$ cat src/rtl/apb_bridge_pkg.sv
// rtl/apb_bridge_pkg.sv - shared types, constants and helpers for the parametrised APB bridge
package apb_bridge_pkg;

   typedef enum logic [1:0] {
      ST_IDLE   = 2'd0,
      ST_SETUP  = 2'd1,
      ST_ACCESS = 2'd2,
      ST_RESP   = 2'd3
   } apb_state_e;

   localparam logic [31:0] APB_DECERR_DATA_DEFAULT = 32'hDEC0_DEAD;

   // One-hot select for slot idx; all-zero when idx is not a populated slot.
   function automatic logic [31:0] sel_onehot(input logic [4:0] idx, input int unsigned n);
      logic [31:0] v;
      v = '0;
      if (32'(idx) < n) v[idx] = 1'b1;
      return v;
   endfunction

endpackage

$ cat src/rtl/apb_bridge_param_if.sv
// rtl/apb_bridge_param_if.sv - host request and APB slot bundle for apb_bridge_param
interface apb_bridge_param_if #(
   parameter int NUM_SLAVES = 16,
   parameter int PADDR_W    = 24
);
   logic                        host_valid;
   logic                        host_ready;
   logic [31:0]                 host_addr;
   logic [31:0]                 host_wdata;
   logic [3:0]                  host_wstrb;
   logic [31:0]                 host_rdata;
   logic                        host_slverr;
   logic [PADDR_W-1:0]          apb_paddr;
   logic                        apb_pwrite;
   logic [31:0]                 apb_pwdata;
   logic [3:0]                  apb_pstrb;
   logic                        apb_penable;
   logic [NUM_SLAVES-1:0]       apb_psel;
   logic [NUM_SLAVES-1:0][31:0] apb_prdata;
   logic [NUM_SLAVES-1:0]       apb_pready;
   logic [NUM_SLAVES-1:0]       apb_pslverr;

   modport master (
      input  host_valid, host_addr, host_wdata, host_wstrb,
      input  apb_prdata, apb_pready, apb_pslverr,
      output host_ready, host_rdata, host_slverr,
      output apb_paddr, apb_pwrite, apb_pwdata, apb_pstrb, apb_penable, apb_psel
   );

   modport slave (
      output host_valid, host_addr, host_wdata, host_wstrb,
      output apb_prdata, apb_pready, apb_pslverr,
      input  host_ready, host_rdata, host_slverr,
      input  apb_paddr, apb_pwrite, apb_pwdata, apb_pstrb, apb_penable, apb_psel
   );
endinterface

$ cat src/rtl/apb_watchdog.sv
// rtl/apb_watchdog.sv - load/enable counter flagging the last permitted ACCESS cycle
module apb_watchdog #(
   parameter int unsigned TIMEOUT_CYCLES = 255
)(
   input  logic i_clk,
   input  logic i_rst,
   input  logic i_load,
   input  logic i_en,
   output logic o_tc
);
   localparam int unsigned CW     = (TIMEOUT_CYCLES < 2) ? 1 : $clog2(TIMEOUT_CYCLES);
   localparam int unsigned TC_VAL = (TIMEOUT_CYCLES == 0) ? 0 : TIMEOUT_CYCLES - 1;

   logic [CW-1:0] r_cnt;

   always_ff @(posedge i_clk or posedge i_rst) begin
      if (i_rst)       r_cnt <= '0;
      else if (i_load) r_cnt <= '0;
      else if (i_en)   r_cnt <= r_cnt + CW'(1);
   end

   // A zero timeout never expires; the counter may wrap harmlessly.
   assign o_tc = (TIMEOUT_CYCLES != 0) && (r_cnt == CW'(TC_VAL));
endmodule

$ cat src/rtl/apb_bridge_param.sv
// rtl/apb_bridge_param.sv - host valid/ready to APB3 bridge with decode errors and watchdog
module apb_bridge_param
   import apb_bridge_pkg::*;
#(
   parameter int unsigned NUM_SLAVES     = 16,
   parameter int unsigned PADDR_W        = 24,
   parameter int unsigned SEL_W          = 4,
   parameter int unsigned TIMEOUT_CYCLES = 255,
   parameter logic [31:0] DECERR_DATA    = APB_DECERR_DATA_DEFAULT
)(
   input  logic               sys_clk,
   input  logic               rst,
   apb_bridge_param_if.master bus
);
   apb_state_e            r_state, w_next_state;
   logic [SEL_W-1:0]      w_slot, r_slot;
   logic                  w_decerr;
   logic [PADDR_W-1:0]    r_addr;
   logic [31:0]           r_wdata;
   logic [3:0]            r_wstrb;
   logic [31:0]           r_rdata;
   logic                  r_slverr;
   logic                  w_pready, w_pslverr, w_tc;
   logic [31:0]           w_prdata;
   logic [31:0]           w_onehot;
   logic [NUM_SLAVES-1:0] w_psel;
   logic                  w_penable, w_host_ready;

   assign w_slot   = bus.host_addr[PADDR_W+SEL_W-1:PADDR_W];
   assign w_decerr = (32'(w_slot) >= NUM_SLAVES);

   generate
      if (PADDR_W + SEL_W < 32) begin : g_unused
         logic w_unused_hi;
         assign w_unused_hi = ^bus.host_addr[31:PADDR_W+SEL_W];
      end
   endgenerate

   // Only the latched slot's response lines are ever looked at.
   always_comb begin
      w_pready  = 1'b0;
      w_pslverr = 1'b0;
      w_prdata  = '0;
      for (int i = 0; i < int'(NUM_SLAVES); i++) begin
         if (r_slot == SEL_W'(i)) begin
            w_pready  = bus.apb_pready[i];
            w_pslverr = bus.apb_pslverr[i];
            w_prdata  = bus.apb_prdata[i];
         end
      end
   end

   apb_watchdog #(.TIMEOUT_CYCLES(TIMEOUT_CYCLES)) u_watchdog (
      .i_clk  (sys_clk),
      .i_rst  (rst),
      .i_load (r_state != ST_ACCESS),
      .i_en   (r_state == ST_ACCESS),
      .o_tc   (w_tc)
   );

   always_ff @(posedge sys_clk or posedge rst) begin
      if (rst) r_state <= ST_IDLE;
      else     r_state <= w_next_state;
   end

   always_comb begin
      w_next_state = r_state;
      case (r_state)
         ST_IDLE:   if (bus.host_valid) w_next_state = w_decerr ? ST_RESP : ST_SETUP;
         ST_SETUP:  w_next_state = ST_ACCESS;
         ST_ACCESS: if (w_pready || w_tc) w_next_state = ST_RESP;
         ST_RESP:   w_next_state = ST_IDLE;
         default:   w_next_state = ST_IDLE;
      endcase
   end

   always_comb begin
      w_psel       = '0;
      w_penable    = 1'b0;
      w_host_ready = 1'b0;
      w_onehot     = sel_onehot(5'(r_slot), NUM_SLAVES);
      case (r_state)
         ST_SETUP:  w_psel = w_onehot[NUM_SLAVES-1:0];
         ST_ACCESS: begin
            w_psel    = w_onehot[NUM_SLAVES-1:0];
            w_penable = 1'b1;
         end
         ST_RESP:   w_host_ready = 1'b1;
         default:   ;
      endcase
   end

   // Request fields are captured only in IDLE, so host changes mid-transfer are ignored.
   always_ff @(posedge sys_clk or posedge rst) begin
      if (rst) begin
         r_addr   <= '0;
         r_wdata  <= '0;
         r_wstrb  <= '0;
         r_slot   <= '0;
         r_rdata  <= '0;
         r_slverr <= 1'b0;
      end else begin
         case (r_state)
            ST_IDLE: begin
               if (bus.host_valid) begin
                  if (w_decerr) begin
                     r_rdata  <= DECERR_DATA;
                     r_slverr <= 1'b1;
                  end else begin
                     r_addr  <= bus.host_addr[PADDR_W-1:0];
                     r_wdata <= bus.host_wdata;
                     r_wstrb <= bus.host_wstrb;
                     r_slot  <= w_slot;
                  end
               end
            end
            ST_ACCESS: begin
               // A ready in the expiry cycle wins over the watchdog.
               if (w_pready) begin
                  r_rdata  <= (r_wstrb != 4'd0) ? 32'd0 : w_prdata;
                  r_slverr <= w_pslverr;
               end else if (w_tc) begin
                  r_rdata  <= '0;
                  r_slverr <= 1'b1;
               end
            end
            default: ;
         endcase
      end
   end

   assign bus.host_ready  = w_host_ready;
   assign bus.host_rdata  = r_rdata;
   assign bus.host_slverr = r_slverr;
   assign bus.apb_paddr   = r_addr;
   assign bus.apb_pwrite  = (r_wstrb != 4'd0);
   assign bus.apb_pwdata  = r_wdata;
   assign bus.apb_pstrb   = r_wstrb;
   assign bus.apb_penable = w_penable;
   assign bus.apb_psel    = w_psel;
endmodule

$ cat src/flat_wrapper.sv
// flat-port wrapper written by rule: the top's interface ports become plain ports
module apb_bridge_param_flat import apb_bridge_pkg::*;
#(
   parameter int unsigned NUM_SLAVES     = 16,
   parameter int unsigned PADDR_W        = 24,
   parameter int unsigned SEL_W          = 4,
   parameter int unsigned TIMEOUT_CYCLES = 255,
   parameter logic [31:0] DECERR_DATA    = APB_DECERR_DATA_DEFAULT
)
  (sys_clk, rst, bus_host_valid, bus_host_addr, bus_host_wdata, bus_host_wstrb, bus_apb_prdata, bus_apb_pready, bus_apb_pslverr, bus_host_ready, bus_host_rdata, bus_host_slverr, bus_apb_paddr, bus_apb_pwrite, bus_apb_pwdata, bus_apb_pstrb, bus_apb_penable, bus_apb_psel);
  apb_bridge_param_if #(.NUM_SLAVES(NUM_SLAVES), .PADDR_W(PADDR_W)) bus_i ();
  input  logic sys_clk;
  input  logic rst;
  input wire logic [$bits(bus_i.host_valid)-1:0] bus_host_valid;
  input wire logic [$bits(bus_i.host_addr)-1:0] bus_host_addr;
  input wire logic [$bits(bus_i.host_wdata)-1:0] bus_host_wdata;
  input wire logic [$bits(bus_i.host_wstrb)-1:0] bus_host_wstrb;
  input wire logic [$bits(bus_i.apb_prdata)-1:0] bus_apb_prdata;
  input wire logic [$bits(bus_i.apb_pready)-1:0] bus_apb_pready;
  input wire logic [$bits(bus_i.apb_pslverr)-1:0] bus_apb_pslverr;
  output wire logic [$bits(bus_i.host_ready)-1:0] bus_host_ready;
  output wire logic [$bits(bus_i.host_rdata)-1:0] bus_host_rdata;
  output wire logic [$bits(bus_i.host_slverr)-1:0] bus_host_slverr;
  output wire logic [$bits(bus_i.apb_paddr)-1:0] bus_apb_paddr;
  output wire logic [$bits(bus_i.apb_pwrite)-1:0] bus_apb_pwrite;
  output wire logic [$bits(bus_i.apb_pwdata)-1:0] bus_apb_pwdata;
  output wire logic [$bits(bus_i.apb_pstrb)-1:0] bus_apb_pstrb;
  output wire logic [$bits(bus_i.apb_penable)-1:0] bus_apb_penable;
  output wire logic [$bits(bus_i.apb_psel)-1:0] bus_apb_psel;
  assign bus_i.host_valid = bus_host_valid;
  assign bus_i.host_addr = bus_host_addr;
  assign bus_i.host_wdata = bus_host_wdata;
  assign bus_i.host_wstrb = bus_host_wstrb;
  assign bus_i.apb_prdata = bus_apb_prdata;
  assign bus_i.apb_pready = bus_apb_pready;
  assign bus_i.apb_pslverr = bus_apb_pslverr;
  assign bus_host_ready = bus_i.host_ready;
  assign bus_host_rdata = bus_i.host_rdata;
  assign bus_host_slverr = bus_i.host_slverr;
  assign bus_apb_paddr = bus_i.apb_paddr;
  assign bus_apb_pwrite = bus_i.apb_pwrite;
  assign bus_apb_pwdata = bus_i.apb_pwdata;
  assign bus_apb_pstrb = bus_i.apb_pstrb;
  assign bus_apb_penable = bus_i.apb_penable;
  assign bus_apb_psel = bus_i.apb_psel;
  apb_bridge_param #(.NUM_SLAVES(NUM_SLAVES), .PADDR_W(PADDR_W), .SEL_W(SEL_W), .TIMEOUT_CYCLES(TIMEOUT_CYCLES), .DECERR_DATA(DECERR_DATA)) u_core (.sys_clk(sys_clk), .rst(rst), .bus(bus_i));
endmodule
$ cat config.mk
export PLATFORM = sky130hd
export DESIGN_NAME = apb_bridge_param_flat
export DESIGN_NICKNAME = d
export VERILOG_FILES = /design/src/rtl/apb_bridge_pkg.sv /design/src/rtl/apb_bridge_param_if.sv /design/src/rtl/apb_watchdog.sv /design/src/rtl/apb_bridge_param.sv /design/src/flat_wrapper.sv
export SDC_FILE = /design/constraint.sdc
export NUM_CORES = 1
export LEC_CHECK = 0
export BUFFER_PORTS_ARGS = -buffer_cell sky130_fd_sc_hd__buf_2
export CAP_MARGIN = 20
export CELL_PAD_IN_SITES_DETAIL_PLACEMENT = 1
export CELL_PAD_IN_SITES_GLOBAL_PLACEMENT = 2
export CORE_AREA = 5 5 278 280
export CTS_CLUSTER_DIAMETER = 60
export CTS_CLUSTER_SIZE = 25
export DETAILED_ROUTE_END_ITERATION = 6
export DIE_AREA = 0 0 283 285
export PLACE_DENSITY_LB_ADDON = 0.1
export SLEW_MARGIN = 20
export SYNTH_ARGS = -nofsm -noshare
export SYNTH_HDL_FRONTEND = slang
export SYNTH_SLANG_ARGS = --single-unit
$ cat constraint.sdc
create_clock -name sys_clk -period 10.5 [get_ports sys_clk]
set_input_delay 1.575 -clock sys_clk [delete_from_list [all_inputs] [get_ports sys_clk]]
set_output_delay 1.575 -clock sys_clk [all_outputs]
set_load 0.02 [all_outputs]
; ---- Yosys cells after proc, flatten, opt, wreduce, memory -nomap -nowiden
; Index checks and enable logic that the tools add are counted.
[totals]
in_bits = 615
output_inout_bits = 112
register_bits = 107
[op_classes]
n_reduce_logical = 11
n_addsub = 1
order_cmp = 2
mux = 63
eq_ne = 22
[ops]
columns = cell, count
row1 = $mux 32, 19
row2 = $mux 1, 37
row3 = $eq 4x4->1 const B, 8
row4 = $eq 4x3->1 const B, 4
row5 = $mux 16, 1
row6 = $mux 8, 2
row7 = $add 8x1->8 const B, 1
row8 = $eq 4x2->1 const B, 2
row9 = $eq 8x8->1 const B, 1
row10 = $pmux 2 s4, 1
row11 = $lt 4x6->1 const B, 1
row12 = $reduce_and 2->1, 3
row13 = $demux 1 s4, 1
row14 = $eq 2x2->1 const B, 2
row15 = $eq 4x1->1 const B, 1
row16 = $ge 4x1->1 const B, 1
row17 = $logic_not 4->1, 1
row18 = $mux 2, 2
row19 = $ne 2x2->1 const B, 2
row20 = $reduce_bool 2->1, 2
row21 = $reduce_bool 4->1, 1
row22 = $eq 2x1->1 const B, 1
row23 = $logic_not 2->1, 1
row24 = $ne 2x1->1 const B, 1
row25 = 3 further kinds, 3

; ---- Longest topological paths before layout
[depth]
ltp_word = 20
ltp_mapped = 12
ltp_nobuf = 8

; ---- Modules after synthesis
; A second synthesis with hierarchy kept.
[hier_totals]
hier_cells = 1116
hier_area_um2 = 9748.1
[by_module_without_submodules]
columns = mod, cells_each, area_per_inst_um2, n_inst
row1 = apb_bridge_param, 1074, 9341.5, 1
row2 = apb_watchdog, 42, 406.6, 1

; ---- Worst setup path after synthesis
; No wires, ideal clock.
[synth_timing]
path_kind = flip-flop to output port
startpoint = register u_core.r_slot[2]
endpoint = output port bus_apb_psel[0]
t_arrival_ns = 1.802
n_path_buf = 6
stages_incl_launch_ff = 8
path_slack_ns = 7.123
cell_sequence = dfrtp_1 -> buf_4 -> buf_2 -> buf_4 -> buf_4 -> buf_2 -> buf_2 -> nor3_1
[synth_between]
elab_chain_cells = 5
word_cells_on_any_way = 6
[synth_rtl]
columns = item, line_no
row1 = start: declaration, apb_bridge_param.sv:16  ; logic [SEL_W-1:0] w_slot, r_slot;
row2 = start signal: assignment, apb_bridge_param.sv:113  ; r_slot <= w_slot;
row3 = $lt 4x6->1 (implied by the code) / $ge 4x1->1 (equally long branches), apb_bridge_pkg.sv:17  ; if (32'(idx) < n) v[idx] = 1'b1;
row4 = $logic_and 1x1->1 (implied by the code), apb_bridge_pkg.sv:17
row5 = $mux 1 (implied by the code), apb_bridge_pkg.sv:17
row6 = $demux 1 s4 (*), --
row7 = $mux 16 (*), apb_bridge_param.sv:82  ; case (r_state)
row8 = end: declaration, flat_wrapper.sv:29  ; output wire logic [$bits(bus_i.apb_psel)-1:0] bus_apb_psel;
; Every way passes the cells marked *; elsewhere a longest branch is shown, timed or not.

; ---- Worst setup path in the final report
[layout_timing]
startpoint = register u_core.r_slot[0]
endpoint = output port bus_apb_psel[3]
; The elaborated chain is that of the path after synthesis.

==> impl_metrics.csv <==
group,metric,value,unit
setup_path,slowest_stage,"and3b_1",
floorplanning,num_io_pins,727,
timing,hold_viol_final,0,
synthesis,synth_area_leaders,"dfrtp_1, mux2_2, a21oi_1",
place,hpwl,77800,um
route,dr.pass1.iters,7,
layout,regArea,2690,sq um
layout,n_fill_cell,8981,
route,routedWlPerCell,35.2,um
floorplanning,coreArea,74200,sq um
floorplanning,start_util,12.8,%
layout,final_cells,2762,
cts,path_clk_slew,100,ps
global_routing,met3_usage,6.88,%
setup_path,crit_chain,"buf_4, buf_4, and3b_1, and3_1, buf_2",
pwr,powerDensity,322,nW/um^2
setup_path,worst-path-buf-inv,3,
pwr,p_total,4.67,mW
timing,final.period_utilization,50.9,%
route,viasPerCell,4.57,
global_routing,grt_pass1_vias,14000,
route,ant_nets,0,
layout,finish.utilization,19.5,%
timing,slew_headroom,21.6,%
setup_path,required,8930,ps
floorplanning,die_h,285,um
synthesis,synth_commonest_cells,"dfrtp_1, a21oi_1, o21ai_0",
setup_path,r2r_end,"u_core.bus.host_rdata[3]$_DFFE_PP0P_",
synthesis,synth_top_area_cell,"dfrtp_1",
synthesis,synth_most_common_cell,"dfrtp_1",
global_routing,met2_usage,43.2,%
synthesis,syn_area,9520,sq um
route,via_count,12600,
layout,nets,2386,
cts,cts-root-buf,"clkbuf_16",
hold_path,min_path_type,"reg2reg",
timing,slew_viol_final,0,
setup_path,worstPathArrival,3770,ps
setup_path,cp_slowest_stage_delay,820,ps
synthesis,synthArstFlopShare,100,%
timing,rsz0062_at_grt,"false",
synthesis,synth-edff-count,0,
cts,post_cts_resized,0,
synthesis,yosysWarnings,0,
cts,worstSkewPairLatency,410,ps
floorplanning,die-area,80700,sq um
synthesis,syn_area_per_cell,8.62,sq um
floorplanning,die_w,283,um
synthesis,synth_top_area_share,28.1,%
cts,numCtsBuffers,9,
cts,htree_levels,3,
route,routed_wl,97100,um
cts,cts_hold_buf,0,
pwr,leakage,6.75,nW
place,gp_congestion,0.818,
hold_path,worstHoldStart,"u_core.bus.host_rdata[22]$_DFFE_PP0P_",
place,dpl.cell_count,2723,
layout,multi_input_area,6240,sq um
synthesis,syn_inst,1104,
pwr,vdd_drop_max,0.147,mV
synthesis,synthDistinctLibCells,84,
setup_path,cpMostUsedCell,"buf_4",
route,drt-initial-drc-count,660,
run,drv_cap,0,
timing,tightest_slew,1180,ps
timing,setup_violations,0,
setup_path,cpLargestDelayFamily,"buffers and inverters",
timing,skew,30.0,ps
setup_path,cp_max_fo,50,
synthesis,ys_ff_latch,107,
hold_path,hold_depth,2,
global_routing,grt_use_total,23.1,%
layout,synthToLayoutAreaGrowth,52.2,%
timing,period_needed,5340,ps
global_routing,overflow,0,
timing,fin_setup_tns,0,ps
setup_path,path_class,"reg2out",
outcome,outcome,"complete, no violations",
synthesis,synth_ff_type,"dfrtp_1",
hold_path,min_to,"u_core.bus.host_rdata[22]$_DFFE_PP0P_",
setup_path,ff2ff_path_depth,9,
setup_path,r2r_start,"u_core.r_slot[0]$_DFFE_PP0P_",
cts,clockBufferDepth,2,
synthesis,seq_area_frac_synth,28.1,%
cts,postCtsSetupBuffers,0,
cts,clock-sinks,107,
global_routing,grt_use_met1,27.0,%
floorplanning,rows,100,
setup_path,rrSetupSlack,6200,ps
setup_path,crit_path_end_kind,"output pin",
global_routing,busiest_layer,"met2",
cts,cts_tree,"built",
synthesis,synthesis.nets,1725,
setup_path,startpoint_type,"flop",
timing,clock.fmax,0.187,GHz
global_routing,grt_pass1_wl,129000,um
global_routing,antenna_found_initial,56,
route,drc,0,
layout,drive_above_1_share,51.6,%
global_routing,grt_max_degree,102,
place,io_buffers,722,
-- metrics by stage --
step	hold slack (ps)	area (sq um)	setup WS (ps)
2_1_floorplan	451	9520	6110
3_3_place_gp	462	14100	5630
3_5_place_dp	470	14100	5600
4_1_cts	491	14400	5130
5_1_grt	514	14400	4960
6_report	485	14500	5160
-- worst max-delay path by stage --
stage	startpoint	end	slack (ps)	cells after the start
detailed placement	u_core.r_slot[0]$_DFFE_PP0P_	bus_apb_psel[3]	5600	5
global route	u_core.r_slot[0]$_DFFE_PP0P_	bus_apb_psel[3]	4960	5
finish	u_core.r_slot[0]$_DFFE_PP0P_	bus_apb_psel[3]	5160	5
CTS	u_core.r_slot[0]$_DFFE_PP0P_	bus_apb_psel[3]	5130	5
global placement	u_core.r_slot[0]$_DFFE_PP0P_	bus_apb_psel[3]	5630	5
floorplan	rst	u_core.bus.apb_paddr[0]$_DFFE_PP0P_	6110	1
-- power by group --
group,leakage (nW),internal (mW),total (mW),switching (mW)
clock network,0.149,0.171,0.388,0.217
registers,1.34,0.607,0.830,0.223
logic,5.26,1.09,3.45,2.36
-- metal layers --
metal / wire [um] / up-vias / share of wire, %
met3: 6530 / 76 / 6.7
met2: 50600 / 491 / 52
met4: 692 / 42 / 0.71
met5: 262 / - / 0.27
li1: - / 5627 / -
met1: 39100 / 6395 / 40
-- placed cells by master, fill, tap and decap left out, types with 21 or more instances in the layout --
cell,netlist,routed
buf_2,41,722
dfrtp_1,107,103
a21oi_1,94,94
o21ai_0,84,84
a22oi_1,31,31
a221oi_1,21,21
mux2i_1,40,40
buf_4,16,38
o22ai_1,33,33
nor2_1,82,79
mux2_2,81,81
nand2_1,78,77
diode_2,0,23
-- tightest hold or removal path, stage by stage, from the launching register on --
cell and delay (ps):
dfrtp_1 350, nand2_1 50, o21ai_0 60
-- flip-flops by register name (all words and copies together) (netlist names) --
register,cells
u_core.bus.apb_pwdata,32
u_core.bus.host_rdata,32
u_core.bus.apb_paddr,24
u_core.u_watchdog.r_cnt,8
u_core.bus.apb_pstrb,4
u_core.r_slot,4
u_core.r_state,2
u_core.bus.host_slverr,1
-- cell type report --
cell class	count	share of cell area, %
flip-flops and latches	107	18.6
clock inverters	7	0.535
inverters	12	0.328
well taps	969	8.37
repair buffers	762	27.2
diodes	23	0.397
multi-input cells	873	43.1
clock buffers	9	1.55
-- kinds of logic (layout without fill, tap and decap cells) --
logic type	count (synthesis)	count (layout)	share of synthesized area [%]
other cells	0	23	0
buf+inv	124	790	6.93
compound gates	442	442	32.2
xor+xnor	4	4	0.368
fa+ha+maj	6	6	0.789
simple gates	289	289	15.4
flops	107	107	28.1
mux	132	132	16.3
No activity file was read; power rests on OpenSTA's default activity.
